File: config.mk
export PLATFORM = sky130hd
export DESIGN_NAME = lc3_writeback_stage
export DESIGN_NICKNAME = d
export VERILOG_FILES = /design/src/rtl/lc3_writeback_stage.sv
export SDC_FILE = /design/constraint.sdc
export NUM_CORES = 1
export LEC_CHECK = 0
export ABC_CLOCK_PERIOD_IN_PS = 4300
export CORE_UTILIZATION = 50
export CTS_BUF_LIST = sky130_fd_sc_hd__clkbuf_4 sky130_fd_sc_hd__clkbuf_8
export CTS_CLUSTER_SIZE = 24
export DETAILED_ROUTE_END_ITERATION = 7
export PLACE_DENSITY = 0.75
export RECOVER_POWER = 25
export SYNTH_ARGS = -nofsm -noshare
export SYNTH_HDL_FRONTEND = slang
export SYNTH_SLANG_ARGS = --single-unit
File: constraint.sdc
create_clock -name clock -period 4.3 [get_ports clock]
set_input_delay 0.43 -clock clock [delete_from_list [all_inputs] [get_ports clock]]
set_output_delay 0.43 -clock clock [all_outputs]
set_load 0.01 [all_outputs]
File: src/rtl/lc3_writeback_stage.sv
// LC-3 writeback stage: source mux, 8x16 register file with two read ports, and NZP condition codes.
// Optional macro WB_READ_BYPASS_EN forwards same-cycle write data onto the read ports.
module lc3_writeback_stage (
  input  logic        clock,
  input  logic        reset,
  input  logic [1:0]  W_Control_in,
  input  logic [15:0] npc,
  input  logic [15:0] aluout,
  input  logic [15:0] pcout,
  input  logic [15:0] memout,
  input  logic        enable_writeback,
  input  logic [2:0]  sr1,
  input  logic [2:0]  sr2,
  input  logic [2:0]  dr,
  output logic [15:0] d1,
  output logic [15:0] d2,
  output logic [2:0]  psr
);

  logic [7:0][15:0] regs_q;
  logic [7:0][15:0] regs_d;
  logic [2:0]       psr_q;
  logic [2:0]       psr_d;
  logic [15:0]      wb_data_s;

  function automatic logic [2:0] nzp_of(input logic [15:0] value);
    if (value[15]) begin
      return 3'b100;
    end else if (value == 16'h0000) begin
      return 3'b010;
    end else begin
      return 3'b001;
    end
  endfunction

  // Writeback source select.
  always_comb begin
    case (W_Control_in)
      2'd0:    wb_data_s = aluout;
      2'd1:    wb_data_s = pcout;
      2'd2:    wb_data_s = memout;
      2'd3:    wb_data_s = npc;
      default: wb_data_s = aluout;
    endcase
  end

  // Next-state for the register file and condition codes.
  always_comb begin
    regs_d = regs_q;
    psr_d  = psr_q;
    if (enable_writeback) begin
      regs_d[dr] = wb_data_s;
      psr_d      = nzp_of(wb_data_s);
    end else begin
      regs_d = regs_q;
      psr_d  = psr_q;
    end
  end

  // State registers; reset clears everything without waiting for a clock.
  always_ff @(posedge clock or posedge reset) begin
    if (reset) begin
      regs_q <= '0;
      psr_q  <= 3'b000;
    end else begin
      regs_q <= regs_d;
      psr_q  <= psr_d;
    end
  end

  // Read ports.
  always_comb begin
`ifdef WB_READ_BYPASS_EN
    // Forward the pending write, but never while reset holds the file at zero.
    if (!reset && enable_writeback && (sr1 == dr)) begin
      d1 = wb_data_s;
    end else begin
      d1 = regs_q[sr1];
    end
    if (!reset && enable_writeback && (sr2 == dr)) begin
      d2 = wb_data_s;
    end else begin
      d2 = regs_q[sr2];
    end
`else
    d1 = regs_q[sr1];
    d2 = regs_q[sr2];
`endif
  end

  assign psr = psr_q;

endmodule

==> results.toml, run 1 <==
[routing]
drt_wl_total_um = 18000
drt_first_iter_violations = 280
drt-pass1-iter-count = 4
wire_per_inst_um = 24.5
vias_per_cell = 6.22
vias = 4556
route.detailed.drc = 0
drtAntennaViolNets = 0

[hold_path]
min_path_cells = 1
hp-class = "reg2reg"
worstHoldStart = "regs_q[86]$_DFFE_PP0P_"

[placement]
place.gp.congestion = 0.725
portBuffers = 112
hpwl_um = 11600
place_ws_ns = 1.12

[sta]
period_needed_ns = 3.16
fin_crit_sh_pct = 73.6
setup_viol = 0
drv_slew = 57
skew_ns = 0
max_freq_ghz = 0.316
timing.slew.headroom_pct = -65.4
rsz0062_at_grt = "false"
hold_viol_final = 0
setup_slack_ns = 1.14
setup_tns_ns = 0
tightest_slew_ns = 2.47

[floorplanning]
num_rows = 43
start_util_pct = 51.7
dieWidth_um = 122
pin_count = 113
die_area_sq_mm = 0.0150
dieHeight_um = 122
coreArea_sq_mm = 0.0140

[critical_path]
regToRegSetupSlack_ns = 3.51
path_max_fanout = 32
cp_num_buf_inv = 3
worstSetupPathType = "in2out"
rr_startpoint = "psr[2]$_DFFE_PP0P_"
crit_path_end = "d2[7]"
crit_path_cell_trace = "clkdlybuf4s50_1, buf_4, mux4_2, mux2_2, clkdlybuf4s50_1"
max_stage_delay_ns = 0.58
cp-startpoint = "sr2[1]"
start_kind = "input pin"
ff2ff_path_depth = 1
arrival_ns = 2.73
cp_slowest_cell = "mux4_2"
crit_path_end_kind = "output pin"
cp.depth = 5
r2r-end = "psr[2]$_DFFE_PP0P_"
path_delay_family = "buffers and inverters"
cpMostUsedCell = "clkdlybuf4s50_1"
critPathRequiredTime_ns = 3.87

[global_route]
first_global_vias = 4912
antenna_found_initial = 0
grt_overflow_total = 0
track_usage_pct = 26.3
grt_pass1_wl_um = 28100
grt_max_degree = 77

[pwr]
finalPower_uw = 4240
p_leak_uw = 0.00355
vdd_drop_max_mv = 0.287
p_per_area_mw_per_mm2 = 473

[cts]
cts_buffer_depth = 2
cts_sinks = 131
cts_hold_buf = 0
insertion_delay_ns = 0.45
cts_inserted_buffers = 17
h-tree-depth = 4
cts_setup_buffers = 0
root_buffer = "clkbuf_8"
post_cts_resized = 0
clk_pin_slew_ns = 0.07
cts_tree = "done"

[final_layout]
layout_common_cells = "161 x mux2_2, 131 x dfrtp_1, 108 x clkdlybuf4s50_1, 79 x mux4_2, 21 x clkbuf_8"
syn_to_final_growth_pct = 24.1
final_common_cell = "mux2_2"
fin_nets = 618
n_antenna_cell = 0
drive_gt1_share_pct = 53.5
nFillCells = 1046

[synthesis]
synthesis.nets = 508
synth-seq-cells = 131
ys_seq_area_share_pct = 45.3
synthesis.area_sq_mm = 0.00723
synth.distinct_cells = 21
avgSynthCellArea_sq_um = 16.8
syn_inst = 430
ys_warn_count = 0

[status]
status = "complete, but fails checks"
violations = "capacitance limit, slew limit"

[job]
maxCapViolCount = 1
==> worst min-delay path by stage <==
stage | endpoint
after CTS | regs_q[10]$_DFFE_PP0P_
after global routing | regs_q[80]$_DFFE_PP0P_
after detailed placement | regs_q[86]$_DFFE_PP0P_
final | regs_q[86]$_DFFE_PP0P_
after global placement | regs_q[58]$_DFFE_PP0P_
after floorplan | regs_q[100]$_DFFE_PP0P_
==> power breakdown <==
| group | internal [uW] | switching, uW | leakage (uW) |
|---|---|---|---|
| Combinational | 857 | 420 | 0.00175 |
| Clock | 704 | 479 | 0.000229 |
| Sequential | 1560 | 228 | 0.00157 |
| Total | 3120 | 1130 | 0.00355 |
==> through the flow <==
stage                     std cells  hold slack, ns  utilization, %  instance area, sq um
final                           733           0.526            64.2                  8970
after global routing            733           0.539            64.2                  8970
after CTS                       733           0.455            64.3                  8990
after detailed placement        701           0.510            61.0                  8530
after global placement          701           0.500            61.0                  8530
after floorplan                 430           0.491               -                  7230
==> layout make-up <==
type	instances	area [sq um]	share of cell area (%)
clock buffer	23	304	3.39
clock inverter	9	150	1.67
tap	180	225	2.51
timing repair buffer	128	1240	13.8
sequential	131	3280	36.5
multi-input combinational	260	3770	42.0
inverter	2	8.76	0.0976
==> cells by family after synthesis <==
group | share of synthesized area, %
buffers and inverters | 2.65
AO/OA/AOI/OAI | 0.225
multiplexers | 50.0
AND/OR/NAND/NOR | 1.78
flip-flops | 45.3
==> state kept, by name, indices dropped and copies added, names as in the netlist <==
register and cells:
regs_q 128, psr 3
==> routing by layer <==
| metal | GRT usage [%] | wire (um) |
|---|---|---|
| met5 | 0 | 0 |
| met4 | 8.16 | 276 |
| met3 | 5.44 | 727 |
| met2 | 44.0 | 9500 |
| met1 | 34.5 | 7470 |
==> cell usage after synthesis <==
cell / instances / area share (%)
nand2b_1: 1 / 0.087
mux4_2: 79 / 25
buf_12: 1 / 0.28
inv_1: 2 / 0.10
nor3_2: 2 / 0.28
mux4_1: 1 / 0.36
and4_1: 1 / 0.12
nand4_1: 1 / 0.087
a22o_1: 1 / 0.12
nor4_1: 4 / 0.35
clkbuf_1: 16 / 0.83
buf_2: 17 / 1.2
nor3b_2: 2 / 0.35
o31ai_1: 1 / 0.10
buf_1: 2 / 0.10
nand2_1: 2 / 0.10
dfrtp_1: 131 / 45
buf_6: 1 / 0.16
mux2_2: 161 / 25
nor2_1: 1 / 0.052
nand4b_1: 3 / 0.36
Power figures use the tool's default switching activity.
==> run 2, diff against run 1 <==
--- a/config.mk
+++ b/config.mk
@@ -5,12 +5,12 @@
 export SDC_FILE = /design/constraint.sdc
 export NUM_CORES = 1
 export LEC_CHECK = 0
-export ABC_CLOCK_PERIOD_IN_PS = 4300
+export ABC_CLOCK_PERIOD_IN_PS = 2900
 export CORE_UTILIZATION = 50
 export CTS_BUF_LIST = sky130_fd_sc_hd__clkbuf_4 sky130_fd_sc_hd__clkbuf_8
 export CTS_CLUSTER_SIZE = 24
 export DETAILED_ROUTE_END_ITERATION = 7
-export PLACE_DENSITY = 0.75
+export PLACE_DENSITY = 0.78
 export RECOVER_POWER = 25
 export SYNTH_ARGS = -nofsm -noshare
 export SYNTH_HDL_FRONTEND = slang
==> constraint.sdc (replaced) <==
create_clock -name clock -period 2.9 [get_ports clock]
set_input_delay 0.29 -clock clock [delete_from_list [all_inputs] [get_ports clock]]
set_output_delay 0.29 -clock clock [all_outputs]
set_load 0.01 [all_outputs]
==> results.toml, run 2 (same netlist as run 1, synthesis figures left out) <==
[cts]
cts_tree = "done"
cts_buffer_depth = 2
cts_sinks = 131
insertion_delay_ns = 0.44
cts_hold_buf = 0
post_cts_resized = 0
h-tree-depth = 4
cts_inserted_buffers = 17
clk_pin_slew_ns = 0.08
root_buffer = "clkbuf_8"
cts_setup_buffers = 0

[routing]
route.detailed.drc = 0
vias_per_cell = 6.11
drt_first_iter_violations = 298
drt-pass1-iter-count = 4
wire_per_inst_um = 24.9
drtAntennaViolNets = 0
vias = 4508
drt_wl_total_um = 18400

[final_layout]
syn_to_final_growth_pct = 25.5
fin_nets = 623
n_antenna_cell = 0
nFillCells = 1027
top_register = "regs_q"
layout_common_cells = "161 x mux2_2, 131 x dfrtp_1, 109 x clkdlybuf4s50_1, 79 x mux4_2, 18 x clkbuf_8"
drive_gt1_share_pct = 53.8
largest_reg_flops = 128
fin_cells = 738
final_common_cell = "mux2_2"

[global_route]
first_global_vias = 4978
antenna_found_initial = 0
grt_pass1_wl_um = 28600
grt_max_degree = 57
grt_overflow_total = 0
track_usage_pct = 26.9

[status]
status = "complete, but fails checks"
violations = "capacitance limit, slew limit"

[sta]
fin_crit_sh_pct = 91.8
tightest_slew_ns = 1.57
timing.slew.headroom_pct = -5.44
fin_hold_ws_ns = 0.512
rsz0062_at_grt = "false"
setup_tns_ns = 0
hold_viol_final = 0
max_freq_ghz = 0.376
period_needed_ns = 2.66
setup_slack_ns = 0.239
skew_ns = 0
setup_viol = 0
drv_slew = 32

[pwr]
p_per_area_mw_per_mm2 = 699
p_leak_uw = 0.00359
vdd_drop_max_mv = 0.416

[critical_path]
cpMostUsedCell = "clkdlybuf4s50_1"
start_kind = "input pin"
worstSetupPathType = "in2out"
max_stage_delay_ns = 0.54
arrival_ns = 2.37
cp_slowest_cell = "mux4_2"
path_max_fanout = 32
critPathRequiredTime_ns = 2.61
crit_path_cell_trace = "clkdlybuf4s50_1, buf_12, mux4_2, mux2_2, clkdlybuf4s50_1"
crit_path_end_kind = "output pin"

[floorplanning]
pin_count = 113
dieHeight_um = 122
dieWidth_um = 122
num_rows = 43
die_area_sq_mm = 0.0150
start_util_pct = 51.7
coreArea_sq_mm = 0.0140

[job]
maxCapViolCount = 1

[hold_path]
hp-class = "reg2reg"

[placement]
place_inst = 706
place.gp.congestion = 0.736
portBuffers = 112
hpwl_um = 11900
place_ws_ns = 0.227
run 2: cell type report:
cell class | count | area (sq um) | area share [%]
sequential | 131 | 3280 | 36.1
inverter | 2 | 8.76 | 0.0965
timing repair buffer | 133 | 1340 | 14.8
multi-input combinational | 260 | 3760 | 41.5
tap | 180 | 225 | 2.48
clock buffer | 18 | 248 | 2.73
clock inverter | 14 | 210 | 2.32
run 2: worst paths after layout:
check                      slack [ns]              startpoint  cells past startpoint                endpoint
setup / recovery                 0.24                  sr1[1]                      5                   d1[9]
hold reg to reg                  0.51      psr[2]$_DFFE_PP0P_                      1      psr[2]$_DFFE_PP0P_
hold / removal                   0.51      psr[2]$_DFFE_PP0P_                      1      psr[2]$_DFFE_PP0P_
max in group asynchronous        0.51                   reset                      3  regs_q[37]$_DFFE_PP0P_
min in group asynchronous        0.66                   reset                      2      psr[2]$_DFFE_PP0P_
setup reg to reg                 2.10  regs_q[81]$_DFFE_PP0P_                      1  regs_q[81]$_DFFE_PP0P_
run 2: critical path: cells and delay by family:
kind / cells / cell delay [ns]
buffers and inverters: 3 / 1.25
muxes: 2 / 0.83
run 2: layer usage:
metal	vias up	GRT usage (%)	part of all wire, %
met3	19	5.25	4.1
met5	-	0	0
met4	0	8.00	1.3
met1	2425	35.3	42
met2	121	45.5	53
li1	1943	-	-
run 2: where the power goes:
| part | total, uW | internal, uW | switching, uW |
|---|---|---|---|
| sequential | 2640 | 2310 | 338 |
| clock | 1780 | 1040 | 739 |
| combinational | 1920 | 1290 | 633 |
| total | 6340 | 4630 | 1710 |
run 2: per-stage QoR:
stage,area (sq um),power (uW),utilization [%]
after floorplan,7240,3840,-
after global placement,8630,4480,61.7
after detailed placement,8630,4600,61.7
after CTS,9090,6380,65.0
after global routing,9070,6640,64.9
final,9070,6340,64.9
==> run 3, diff against run 2 <==
--- a/config.mk
+++ b/config.mk
@@ -8,7 +8,6 @@
 export ABC_CLOCK_PERIOD_IN_PS = 2900
 export CORE_UTILIZATION = 50
 export CTS_BUF_LIST = sky130_fd_sc_hd__clkbuf_4 sky130_fd_sc_hd__clkbuf_8
-export CTS_CLUSTER_SIZE = 24
 export DETAILED_ROUTE_END_ITERATION = 7
 export PLACE_DENSITY = 0.78
 export RECOVER_POWER = 25
==> results of run 3 <==
Same layout as run 2: the final DEF is identical, and so are final timing and power.
